<file path="config.mk">
export PLATFORM = sky130hd
export DESIGN_NAME = mastermind_solver
export DESIGN_NICKNAME = d
export VERILOG_FILES = /design/src/rtl/mastermind_pkg.sv /design/src/rtl/mastermind_score.sv /design/src/rtl/mastermind_solver.sv
export SDC_FILE = /design/constraint.sdc
export NUM_CORES = 1
export LEC_CHECK = 0
export ABC_AREA = 1
export CORE_ASPECT_RATIO = 1.2
export CORE_MARGIN = 2
export CORE_UTILIZATION = 40
export CTS_CLUSTER_DIAMETER = 120
export DETAILED_ROUTE_END_ITERATION = 8
export GPL_ROUTABILITY_DRIVEN = 0
export PLACE_DENSITY = 0.55
export SLEW_MARGIN = 20
export SYNTH_ARGS = -nofsm -noshare
export SYNTH_HDL_FRONTEND = slang
export SYNTH_SLANG_ARGS = --single-unit
</file>
<file path="constraint.sdc">
create_clock -name clk -period 8.8 [get_ports clk]
set_input_delay 0.88 -clock clk [delete_from_list [all_inputs] [get_ports clk]]
set_output_delay 0.88 -clock clk [all_outputs]
set_load 0.1 [all_outputs]
</file>
<file path="src/rtl/mastermind_pkg.sv">
// Shared types and constants for the Mastermind codebreaker.
// Latency: n/a (types and constants only).
// Backpressure: n/a.
// Contents: code geometry constants, solver FSM state enum, red/white feedback struct.
package mastermind_pkg;

  localparam int NUM_PEGS = 4;
  localparam int PEG_W    = 3;
  localparam int CODE_W   = NUM_PEGS * PEG_W;
  localparam int FB_W     = 3;

  typedef enum logic [2:0] {
    S_IDLE,
    S_SEARCH,
    S_ISSUE,
    S_WAIT_FB,
    S_DONE
  } state_t;

  typedef struct packed {
    logic [FB_W-1:0] red;
    logic [FB_W-1:0] white;
  } fb_t;

endpackage

</file>
<file path="src/rtl/mastermind_score.sv">
// Scores one code against another: red = exact-position matches, white = colour-only matches.
// Latency: purely combinational.
// Backpressure: none.
// Ports: code_a/code_b [11:0] codes ([2:0]=peg1 .. [11:9]=peg4); red/white [2:0] score.
module mastermind_score
  import mastermind_pkg::*;
(
  input  logic [CODE_W-1:0] code_a,
  input  logic [CODE_W-1:0] code_b,
  output logic [FB_W-1:0]   red,
  output logic [FB_W-1:0]   white
);

  // White is derived from total colour overlap (sum of per-colour minimum
  // counts) minus the exact matches. A count never exceeds 4, so 3 bits hold
  // every intermediate value without wrap.
  function automatic logic [2*FB_W-1:0] score(input logic [CODE_W-1:0] a,
                                               input logic [CODE_W-1:0] b);
    logic [FB_W-1:0] n_red;
    logic [FB_W-1:0] n_tot;
    logic [FB_W-1:0] n_ca;
    logic [FB_W-1:0] n_cb;
    n_red = '0;
    n_tot = '0;
    for (int p = 0; p < NUM_PEGS; p++) begin
      if (a[p*PEG_W +: PEG_W] == b[p*PEG_W +: PEG_W]) n_red = n_red + 3'd1;
    end
    for (int c = 0; c < (1 << PEG_W); c++) begin
      n_ca = '0;
      n_cb = '0;
      for (int p = 0; p < NUM_PEGS; p++) begin
        if (a[p*PEG_W +: PEG_W] == PEG_W'(c)) n_ca = n_ca + 3'd1;
        if (b[p*PEG_W +: PEG_W] == PEG_W'(c)) n_cb = n_cb + 3'd1;
      end
      n_tot = n_tot + ((n_ca < n_cb) ? n_ca : n_cb);
    end
    return {n_red, n_tot - n_red};
  endfunction

  assign {red, white} = score(code_a, code_b);

endmodule

</file>
<file path="src/rtl/mastermind_solver.sv">
// Automatic codebreaker: issues guesses, records red/white feedback, searches for the next consistent code.
// Latency: first guess offered 2 edges after start; each later guess after a serial scan (one history entry per cycle).
// Backpressure: guess held stable with guess_valid until guess_ready; feedback only sampled while awaiting it.
// Ports: clk, resetn (sync, active-low), start; guess[11:0]/guess_valid/guess_ready handshake;
//        fb_valid/fb_red/fb_white feedback; guess_count[3:0], done, solved, fb_err status.
// Optional: define MASTERMIND_SOLVER_STATS_EN to add search_cycles[15:0] (saturating SEARCH-cycle count per game).
module mastermind_solver
  import mastermind_pkg::*;
#(
  parameter int MAX_GUESSES = 8,
  parameter int NUM_COLOURS = 8
) (
  input  logic              clk,
  input  logic              resetn,
  input  logic              start,
  output logic [CODE_W-1:0] guess,
  output logic              guess_valid,
  input  logic              guess_ready,
  input  logic              fb_valid,
  input  logic [FB_W-1:0]   fb_red,
  input  logic [FB_W-1:0]   fb_white,
  output logic [3:0]        guess_count,
  output logic              done,
  output logic              solved,
`ifdef MASTERMIND_SOLVER_STATS_EN
  output logic [15:0]       search_cycles,
`endif
  output logic              fb_err
);

  localparam int                HIDX_W   = (MAX_GUESSES > 1) ? $clog2(MAX_GUESSES) : 1;
  localparam logic [3:0]        MAX_CNT  = 4'(MAX_GUESSES);
  localparam logic [3:0]        NCOL     = 4'(NUM_COLOURS);
  localparam logic [HIDX_W-1:0] HIDX_ONE = HIDX_W'(1);

  state_t              r_state;
  state_t              w_state_nxt;
  logic [CODE_W-1:0]   r_cand;
  logic [CODE_W-1:0]   r_guess;
  logic [HIDX_W-1:0]   r_hidx;
  logic [3:0]          r_count;
  logic                r_solved;
  logic                r_fb_err;
  logic [CODE_W-1:0]   r_hist_guess [MAX_GUESSES];
  fb_t                 r_hist_fb    [MAX_GUESSES];

  logic [FB_W-1:0]     w_red;
  logic [FB_W-1:0]     w_white;
  logic [3:0]          w_hidx_ext;
  logic [HIDX_W-1:0]   w_wr_idx;
  logic                w_cons;
  logic                w_bad;
  logic                w_first;
  logic                w_last;
  logic                w_accept;
  logic                w_advance;
  logic                w_exhaust;
  logic [3:0]          w_fb_sum;
  logic                w_fb_illegal;
  logic                w_fb_win;
  logic                w_budget_out;

  // Single scorer: candidate versus the history entry currently selected.
  mastermind_score u_score (
    .code_a (r_cand),
    .code_b (r_hist_guess[r_hidx]),
    .red    (w_red),
    .white  (w_white)
  );

  assign w_hidx_ext = 4'(r_hidx);
  assign w_wr_idx   = HIDX_W'(r_count - 4'd1);
  assign w_cons     = (w_red == r_hist_fb[r_hidx].red) && (w_white == r_hist_fb[r_hidx].white);
  assign w_first    = (r_count == 4'd0);
  assign w_last     = (w_hidx_ext == r_count - 4'd1);

  // Candidates containing an out-of-range colour are skipped without scoring.
  always_comb begin
    w_bad = 1'b0;
    for (int p = 0; p < NUM_PEGS; p++) begin
      if ({1'b0, r_cand[p*PEG_W +: PEG_W]} >= NCOL) w_bad = 1'b1;
    end
  end

  assign w_accept  = !w_bad && (w_first || (w_cons && w_last));
  assign w_advance = !w_bad && !w_first && w_cons && !w_last;
  // Anything neither accepted nor advanced is a rejection of the candidate.
  assign w_exhaust = !w_accept && !w_advance && (r_cand == 12'hFFF);

  // 3/1 is impossible: three exact hits leave one peg, which cannot be misplaced.
  assign w_fb_sum     = {1'b0, fb_red} + {1'b0, fb_white};
  assign w_fb_illegal = (fb_red > 3'd4) || (w_fb_sum > 4'd4) || (fb_red == 3'd3 && fb_white == 3'd1);
  assign w_fb_win     = (fb_red == 3'd4);
  assign w_budget_out = (r_count == MAX_CNT);

  // State register
  always_ff @(posedge clk) begin
    if (!resetn) r_state <= S_IDLE;
    else         r_state <= w_state_nxt;
  end

  // Next-state logic
  always_comb begin
    w_state_nxt = r_state;
    case (r_state)
      S_IDLE, S_DONE: begin
        if (start) w_state_nxt = S_SEARCH;
      end
      S_SEARCH: begin
        if (w_accept)       w_state_nxt = S_ISSUE;
        else if (w_exhaust) w_state_nxt = S_DONE;
      end
      S_ISSUE: begin
        if (guess_ready) w_state_nxt = S_WAIT_FB;
      end
      S_WAIT_FB: begin
        if (fb_valid) begin
          if (w_fb_illegal || w_fb_win || w_budget_out) w_state_nxt = S_DONE;
          else                                          w_state_nxt = S_SEARCH;
        end
      end
      default: w_state_nxt = S_IDLE;
    endcase
  end

  // Outputs decoded from state
  always_comb begin
    guess_valid = 1'b0;
    done        = 1'b0;
    case (r_state)
      S_ISSUE: guess_valid = 1'b1;
      S_DONE:  done        = 1'b1;
      default: ;
    endcase
  end

  assign guess       = r_guess;
  assign guess_count = r_count;
  assign solved      = r_solved;
  assign fb_err      = r_fb_err;

  // Search datapath and history
  always_ff @(posedge clk) begin
    if (!resetn) begin
      r_cand   <= '0;
      r_hidx   <= '0;
      r_guess  <= '0;
      r_count  <= '0;
      r_solved <= 1'b0;
      r_fb_err <= 1'b0;
      for (int i = 0; i < MAX_GUESSES; i++) begin
        r_hist_guess[i] <= '0;
        r_hist_fb[i]    <= '0;
      end
    end else begin
      case (r_state)
        S_IDLE, S_DONE: begin
          if (start) begin
            r_cand   <= '0;
            r_hidx   <= '0;
            r_count  <= '0;
            r_solved <= 1'b0;
            r_fb_err <= 1'b0;
            for (int i = 0; i < MAX_GUESSES; i++) begin
              r_hist_guess[i] <= '0;
              r_hist_fb[i]    <= '0;
            end
          end
        end
        S_SEARCH: begin
          if (w_accept) begin
            r_guess <= r_cand;
          end else if (w_advance) begin
            r_hidx <= r_hidx + HIDX_ONE;
          end else if (!w_exhaust) begin
            r_cand <= r_cand + 12'd1;
            r_hidx <= '0;
          end
        end
        S_ISSUE: begin
          if (guess_ready) r_count <= r_count + 4'd1;
        end
        S_WAIT_FB: begin
          if (fb_valid) begin
            if (w_fb_illegal) begin
              r_fb_err <= 1'b1;
            end else if (w_fb_win) begin
              r_solved <= 1'b1;
            end else begin
              r_hist_guess[w_wr_idx]    <= r_guess;
              r_hist_fb[w_wr_idx].red   <= fb_red;
              r_hist_fb[w_wr_idx].white <= fb_white;
              // The guess just scored cannot match its own non-winning
              // feedback, so resume the scan one past it.
              if (!w_budget_out) begin
                r_cand <= r_cand + 12'd1;
                r_hidx <= '0;
              end
            end
          end
        end
        default: ;
      endcase
    end
  end

`ifdef MASTERMIND_SOLVER_STATS_EN
  logic [15:0] r_search_cycles;

  always_ff @(posedge clk) begin
    if (!resetn) begin
      r_search_cycles <= '0;
    end else if ((r_state == S_IDLE || r_state == S_DONE) && start) begin
      r_search_cycles <= '0;
    end else if (r_state == S_SEARCH && r_search_cycles != 16'hFFFF) begin
      r_search_cycles <= r_search_cycles + 16'd1;
    end
  end

  assign search_cycles = r_search_cycles;
`endif

endmodule
</file>
Word level (Yosys, flattened, before mapping)
Memories as Yosys holds them, arrays and structs flattened. A register that Yosys moved wholly into a read port is not among the register bits.
Cells that the tools add are included.
{"block": "op_classes", "n_lt_le_gt_ge": 10, "reduce_logical": 39, "n_bitwise": 16, "muxes": 151, "n_addsub": 64, "n_eq_ne": 85}
{"operator": "$mux 3", "count": 79}
{"operator": "$mux 12", "count": 17}
{"operator": "$add 3x1->3 const B", "count": 35}
{"operator": "$eq 3x3->1 const B", "count": 34}
{"operator": "$eq 3x2->1 const B", "count": 19}
{"operator": "$mux 6", "count": 9}
{"operator": "$mux 1", "count": 38}
{"operator": "$pmux 12 s3", "count": 1}
{"operator": "$add 1x1->2 const B", "count": 17}
{"operator": "$eq 3x1->1 const B", "count": 10}
{"operator": "$logic_not 3->1", "count": 9}
{"operator": "$lt 3x3->1", "count": 8}
{"operator": "$ne 2x2->1 const B", "count": 11}
{"operator": "$add 3x3->3", "count": 7}
{"operator": "$eq 3x3->1", "count": 6}
{"operator": "$or 1x1->1", "count": 16}
{"operator": "$add 12x1->12 const B", "count": 1}
{"operator": "$eq 12x12->1 const B", "count": 1}
{"operator": "$pmux 3 s4", "count": 1}
{"operator": "$reduce_or 12->1", "count": 1}
{"operator": "$pmux 3 s3", "count": 1}
{"operator": "$reduce_and 9->1", "count": 1}
{"operator": "$mux 4", "count": 2}
{"operator": "$pmux 4 s2", "count": 1}
{"operator": "23 further kinds", "count": 40}
{"block": "word_totals", "register_bits": 36, "mem_count": 2, "output_inout_bits": 20, "mem_bits_rw": 144}
{"memory": "r_hist_guess", "depth": 8, "width": 12, "read_ports": 1, "rd_clocked_by_memory_dff": 1, "write_ports": 8, "line": "mastermind_solver.sv:44", "rtl": "logic [CODE_W-1:0] r_hist_guess [MAX_GUESSES];"}
{"memory": "r_hist_fb", "depth": 8, "width": 6, "read_ports": 1, "rd_clocked_by_memory_dff": 1, "write_ports": 8, "line": "mastermind_solver.sv:45", "rtl": "fb_t r_hist_fb [MAX_GUESSES];"}

Logic depth before layout (Yosys ltp)
Gate-level depths: netlist (run 1).
{"block": "depth", "ltp_word": 31, "ltp_mapped": 50}

Hierarchy
Synthesis (run 1) repeated with hierarchy kept, for this count alone.
{"block": "hier_totals", "hier_cells": 1660, "hier_area_um2": 12814.8}
{"mod": "mastermind_solver", "seq_area_each_um2": 5104.9, "cells_per_inst": 975, "area_each_um2": 8703.3, "n_inst": 1}
{"mod": "mastermind_score", "seq_area_each_um2": 0.0, "cells_per_inst": 685, "area_each_um2": 4111.4, "n_inst": 1}

Least setup slack after synthesis (run 1)
Ideal clock, no wire load.
{"block": "synth_path", "kind": "reg2reg", "start": "register with a tool-made name", "end": "register r_guess[11] (netlist: guess[11])", "stages_incl_launch_ff": 43, "n_path_buf": 6, "arrival_ps": 6946, "synth_period_minus_slack_ps": 7072, "required_time_ps": 8674, "path_slack_ps": 1728, "setup_ps": 126, "cell_sequence": "dfxtp_1 -> inv_2 -> buf_2 -> buf_2 -> buf_2 -> buf_2 -> nor2_1 -> o22ai_1 -> inv_1 -> o21ai_0 -> inv_1 -> nor2_1 -> inv_1 -> nor2_1 -> ha_1 -> xnor2_1 -> ha_1 -> mux2i_1 -> [... 7 more ...] -> fa_1 -> ha_1 -> xnor2_1 -> xnor2_1 -> nand2b_1 -> nand2_1 -> inv_1 -> nand2_1 -> nand2_1 -> nand3_1 -> a21oi_2 -> nand3_2 -> nand2_2 -> nand3_2 -> buf_6 -> buf_6 -> o21ai_1 -> a21oi_1"}
{"element": "end signal: assignment", "line": "mastermind_solver.sv:172", "rtl": "r_guess <= r_cand;"}
{"element": "end: declaration", "line": "mastermind_solver.sv:39", "rtl": "logic [CODE_W-1:0] r_guess;"}

==> impl_metrics.tcl, run 1 <==
set metrics [dict create \
    cap_violations 0 \
    finClkSkew_ns 0.0117 \
    synth_compound_area_share_pct 7.91 \
    min_path_type "flop to flop" \
    die_width_um 164 \
    comb_power_share_pct 59.6 \
    fmax_ghz 0.125 \
    synthFlopType "edfxtp_1" \
    final_common_cell "nand2_1" \
    final_core_util_pct 44.7 \
    clockBufferDepth 2 \
    rsz0062_at_grt "no" \
    end_kind "flop" \
    synth_top_family_by_area "simple AND/OR/NAND/NOR gates" \
    routed_wl_um 34600 \
    finalHoldViolations 0 \
    cpPeakStageDelay_ns 0.55 \
    setup_viol 0 \
    synth_edf_count 144 \
    grt_use_total_pct 22.1 \
    synthSimpleGateAreaFrac_pct 25.3 \
    p_clk_share_pct 16.3 \
    syn_avg_cell_area_sq_um 8.06 \
    synthMuxAreaShare_pct 1.02 \
    slew_headroom_pct 25.9 \
    layout-drive-gt1-share_pct 5.97 \
    nets 1657 \
    cts_tree "built" \
    synth-seq-cells 183 \
    drtIter0Drc 668 \
    core_area_sq_mm 0.0304 \
    fin_crit_sh_pct 90.9 \
    power.internal_w 0.00265 \
    area_growth_pct 10.5 \
    dp_hpwl_um 24900 \
    path_delay_family "adder cells" \
    status "finished, final reports clean" \
    path_buf_inv 6 \
    yosys.area_share.adder_pct 10.8 \
    layout_common_cells "nand2_1, nor2_1, inv_1, edfxtp_1, ha_1" \
    ys_types 49 \
    switchingPower_w 0.00243 \
    drv_slew 0 \
    htree_levels 4 \
    powerDensity_mw_per_mm2 373 \
    ir_drop_v 0.000638 \
    first_global_vias 9653 \
    grt_max_degree 54 \
    port-buffer-count 30 \
    syn_area_sq_mm 0.0123 \
    cts_made_buffers 17 \
    netlist_instances 1528 \
    grt_first_pass_wirelength_um 54000 \
    die_h_um 196 \
    crit_required_ns 9.16 \
    synth-async-reset-ratio_pct 0 \
    cp.arrival_ns 8.36 \
    root_buffer "clkbuf_16" \
    cts.clk_slew.worst_paths_ns 0.07 \
    drt-wirelength-per-cell_um 17.7 \
    synth_xor_area_share_pct 5.34 \
    p_leak_nw 5.72 \
    tns_ns 0 \
    critical-path-slowest-cell "fa_1" \
    n_antenna_cell 0 \
    path_class "flop to flop" \
    dieArea_sq_mm 0.0322 \
    drtAntennaViolNets 0 \
    initial_core_util_pct 40.5 \
    drc 0 \
    yosysSeqAreaShare_pct 41.5 \
    switching_share_pct 47.9 \
    min_period_ns 8.00 \
    worst_pin_slew_ns 1.11 \
    ys.warnings.count 0 \
    dr.pass1.iters 5 \
    hold_path.startpoint "solved" \
    clock-sinks 183 \
    cp_max_fo 20 \
    rows 70 \
    antenna_found_initial 0 \
    clock_latency_ns 0.44 \
    ios 31 \
    vias 10100 \
    p_seq_share_pct 24.0 \
    via_per_inst 5.16 \
    startpoint_type "flop" \
    grt_remaining_overflow 0 \
]
==> cells in the mapped netlist, drive strengths merged (3+ instances only) <==
cell type    n  area share, %
o22ai        8           0.41
dfxtp       39            6.3
inv        175            5.3
or2          8           0.41
mux2         4           0.37
nand3       93            4.4
mux2i        8           0.65
buf         27            1.5
xor2        39            2.8
o21ai       68            2.8
clkinv      15           0.46
o221ai       4           0.28
a32o         4           0.33
nand4       22            1.2
nand2      317            9.9
fa          10            1.6
xnor2       36            2.6
edfxtp     144             35
ha          90            9.1
nor2       273            8.3
o31ai        3           0.18
a21oi       71            2.9
clkbuf      28           0.85
o21bai       8           0.49
nor3        19           0.77
==> power groups by stage <==
stage / clock, W / sequential, W / combinational (W)
2_1_floorplan: 0 / 0.00146 / 0.00204
4_1_cts: 0.000838 / 0.00122 / 0.00303
3_3_place_gp: 0 / 0.00124 / 0.00298
5_1_grt: 0.000866 / 0.00124 / 0.00340
6_report: 0.000829 / 0.00122 / 0.00303
3_5_place_dp: 0 / 0.00124 / 0.00301
==> sequential cells by signal, indices dropped and copies added (netlist names), named ones only <==
register	count
fb_err	1
guess	12
guess_count	4
r_cand	12
r_hidx	3
r_hist_fb	48
r_hist_guess	96
r_state	3
solved	1
==> final cells by class <==
type | count | area (sq um)
clock inverters | 14 | 198
flip-flops and latches | 183 | 5110
clock buffers | 18 | 429
repair buffers | 47 | 432
multi-input cells | 1107 | 6220
fillers | 3060 | 16800
well taps | 396 | 495
inverters | 190 | 713
==> path summary, 6_finish.rpt <==
kind	end	slack (ns)	cells past startpoint
hold reg to reg	solved	0.48	2
setup / recovery	flop	0.80	38
hold / removal	solved	0.48	2
setup reg to reg	flop	0.80	38
==> what timing repair did <==
action	4_1_cts	5_1_grt
hold buffers	0	0
endpoints found under the hold margin	0	0
gates resized for setup	0	1
endpoints found under the setup margin	0	5
buffers inserted	0	0
==> routing by layer <==
layer | routed length, um | vias up | GRT usage, %
li1 | - | 5002 | -
met1 | 14500 | 4861 | 27.0
met2 | 18200 | 195 | 41.0
met3 | 1230 | 32 | 2.24
met4 | 697 | 0 | 5.85
met5 | 0 | - | 0
==> per-stage QoR <==
stage | worst slack [ns] | cells | hold slack [ns] | cell area [sq um] | power [W]
finish | 0.798 | 1955 | 0.484 | 13600 | 0.00508
global route | 0.0472 | 1955 | 0.529 | 13600 | 0.00551
CTS | 0.748 | 1955 | 0.497 | 13600 | 0.00509
detailed placement | 0.785 | 1923 | 0.481 | 13000 | 0.00425
global placement | 0.882 | 1923 | 0.474 | 13000 | 0.00422
floorplan | 1.73 | 1535 | 0.466 | 12300 | 0.00350
==> cell families (layout without fill, tap and decap cells) <==
family                   count (synthesis)  count (layout)
AO/OA/AOI/OAI                          175             175
multiplexers                            12              12
AND/OR/NAND/NOR                        737             737
flip-flops                             183             183
adder cells (fa/ha/maj)                100             100
other                                    1               8
buffers and inverters                  245             269
XOR/XNOR                                75              75
==> worst register-to-register path, delay by kind of cell (launching register included) <==
family          cells  cell delay [ns]
xor+xnor            3             0.58
mux                 1             0.19
fa+ha+maj           7             2.61
flops               1             0.45
simple gates       12             1.36
buf+inv             6             1.04
compound gates      9             1.73
(Power assumes the default switching activity.)
==> run 2: changes to the inputs <==
--- a/config.mk
+++ b/config.mk
@@ -10,6 +10,7 @@
 export CORE_MARGIN = 2
 export CORE_UTILIZATION = 40
 export CTS_CLUSTER_DIAMETER = 120
+export CTS_CLUSTER_SIZE = 8
 export DETAILED_ROUTE_END_ITERATION = 8
 export GPL_ROUTABILITY_DRIVEN = 0
 export PLACE_DENSITY = 0.55
==> results of run 2 <==
Final layout, timing and power as in run 1 (identical DEF).
==> run 3: changes to the inputs <==
--- a/config.mk
+++ b/config.mk
@@ -6,6 +6,7 @@
 export NUM_CORES = 1
 export LEC_CHECK = 0
 export ABC_AREA = 1
+export CAP_MARGIN = 20
 export CORE_ASPECT_RATIO = 1.2
 export CORE_MARGIN = 2
 export CORE_UTILIZATION = 40
==> run 3 against run 2 <==
Sequential power about the same; final area about the same; non-clock buffer count increased by 1; sequential share of layout area about the same; largest cell class unchanged.
==> impl_metrics.tcl, run 3 (same netlist as run 1, synthesis figures left out) <==
set metrics [dict create \
    dp_cells 1923 \
    nets 1658 \
    fin_crit_sh_pct 91.2 \
    min_period_ns 8.02 \
    layout_common_cells "nand2_1, nor2_1, inv_1, edfxtp_1, ha_1" \
    switching_share_pct 47.9 \
    ir_drop_v 0.000639 \
    die_width_um 164 \
    rsz0062_at_grt "no" \
    p_leak_nw 5.73 \
    cts_made_buffers 17 \
    drc 0 \
    vias 10100 \
    powerDensity_mw_per_mm2 373 \
    final_common_cell "nand2_1" \
    startpoint_type "flop" \
    n_antenna_cell 0 \
    finalHoldViolations 0 \
    tns_ns 0 \
    stdcell_area_sq_mm 0.0136 \
    clock_latency_ns 0.44 \
    min_path_type "flop to flop" \
    grt_max_degree 54 \
    cts_tree "built" \
    area_growth_pct 10.5 \
    core_area_sq_mm 0.0304 \
    final_cells 1956 \
    setup_viol 0 \
    crit_required_ns 9.16 \
    dieArea_sq_mm 0.0322 \
    drtAntennaViolNets 0 \
    switchingPower_w 0.00243 \
    p_seq_share_pct 24.0 \
    die_h_um 196 \
    clock-sinks 183 \
    reg2reg_depth 38 \
    cpPeakStageDelay_ns 0.55 \
    grt_remaining_overflow 0 \
    htree_levels 4 \
    worst_pin_slew_ns 1.09 \
    layout-drive-gt1-share_pct 6.03 \
    antenna_found_initial 0 \
    critical-path-slowest-cell "fa_1" \
    power.internal_w 0.00265 \
    first_global_vias 9653 \
    slew_headroom_pct 27.4 \
    cts.clk_slew.worst_paths_ns 0.07 \
    drv_slew 0 \
    routed_wl_um 34600 \
    root_buffer "clkbuf_16" \
    finClkSkew_ns 0.00825 \
    place_area_sq_mm 0.0130 \
    grt_first_pass_wirelength_um 54000 \
    postCtsSetupBuffers 0 \
    top_regs "r_hist_guess: 96 flops, r_hist_fb: 48 flops" \
    rows 70 \
    path_delay_family "adder cells" \
    fmax_ghz 0.125 \
    cp.arrival_ns 8.38 \
    comb_power_share_pct 59.7 \
    p_clk_share_pct 16.3 \
    drtIter0Drc 623 \
    cp_num_cells 38 \
    ff2ff_setup_slack_ns 0.78 \
    worst_hold_slack_ns 0.483 \
    path_class "flop to flop" \
    clockBufferDepth 2 \
    status "finished, final reports clean" \
    path_buf_inv 6 \
    largest_reg_flops 96 \
    grt_use_total_pct 22.1 \
    ios 31 \
    port-buffer-count 30 \
    dp_hpwl_um 24900 \
    initial_core_util_pct 40.5 \
    top_register "r_hist_guess" \
    dr.pass1.iters 5 \
    via_per_inst 5.17 \
    end_kind "flop" \
    drt-wirelength-per-cell_um 17.7 \
    cp_max_fo 20 \
    cap_violations 0 \
]
-- run 3: cell types whose count changed in the layout (fill, tap and decap cells not counted), sizes merged --
cell,before,now
buf,17,18
-- run 3: timing repair --
| action | CTS | global route |
|---|---|---|
| endpoints found under the setup margin | 0 | 1 |
| hold endpoints to repair | 0 | 0 |
| gates resized for setup | 0 | 1 |
| hold buffers | 0 | 0 |
-- run 3: worst min-delay path: stages (launching register included) --
cell and delay [ns]:
dfxtp_1 0.33, nor2_1 0.05, nor2_1 0.07
-- run 3: worst min path at each step --
| stage | slack [ns] | start | cells after the start | to |
|---|---|---|---|---|
| detailed placement | 0.48 | fb_err | 2 | fb_err |
| global route | 0.53 | solved | 2 | solved |
| finish | 0.48 | solved | 2 | solved |
| CTS | 0.50 | fb_err | 2 | fb_err |
| floorplan | 0.47 | r_state[1] | 2 | r_state[1] |
| global placement | 0.47 | solved | 2 | solved |
-- run 3: stage by stage --
stage / total power (W) / util (%) / worst slack, ns
2_1_floorplan: 0.00350 / - / 1.73
3_3_place_gp: 0.00422 / 42.7 / 0.882
3_5_place_dp: 0.00425 / 42.7 / 0.785
4_1_cts: 0.00509 / 44.7 / 0.748
5_1_grt: 0.00551 / 44.8 / 0.0363
6_report: 0.00508 / 44.8 / 0.778
-- run 3: per-layer routing --
layer  up-vias  track usage, %  part of all wire, %
met5         -               0                    0
li1       5003               -                    -
met4         0            5.85                  1.9
met1      4901            27.0                   42
met2       167            41.0                   53
met3        33            2.24                  2.8
-- run 3: area by class of cell --
class                   count  area, sq um
clock inverters            14          198
inverters                 190          713
fillers                  3060        16800
well taps                 396          495
clock buffers              18          429
multi-input cells        1107         6220
flip-flops and latches    183         5110
repair buffers             48          443
-- run 3: power by group through the flow --
stage               registers (W)  logic [W]  clock network [W]
floorplan                 0.00146    0.00204                  0
global placement          0.00124    0.00298                  0
detailed placement        0.00124    0.00301                  0
CTS                       0.00122    0.00303           0.000838
global route              0.00124    0.00340           0.000866
finish                    0.00122    0.00303           0.000827
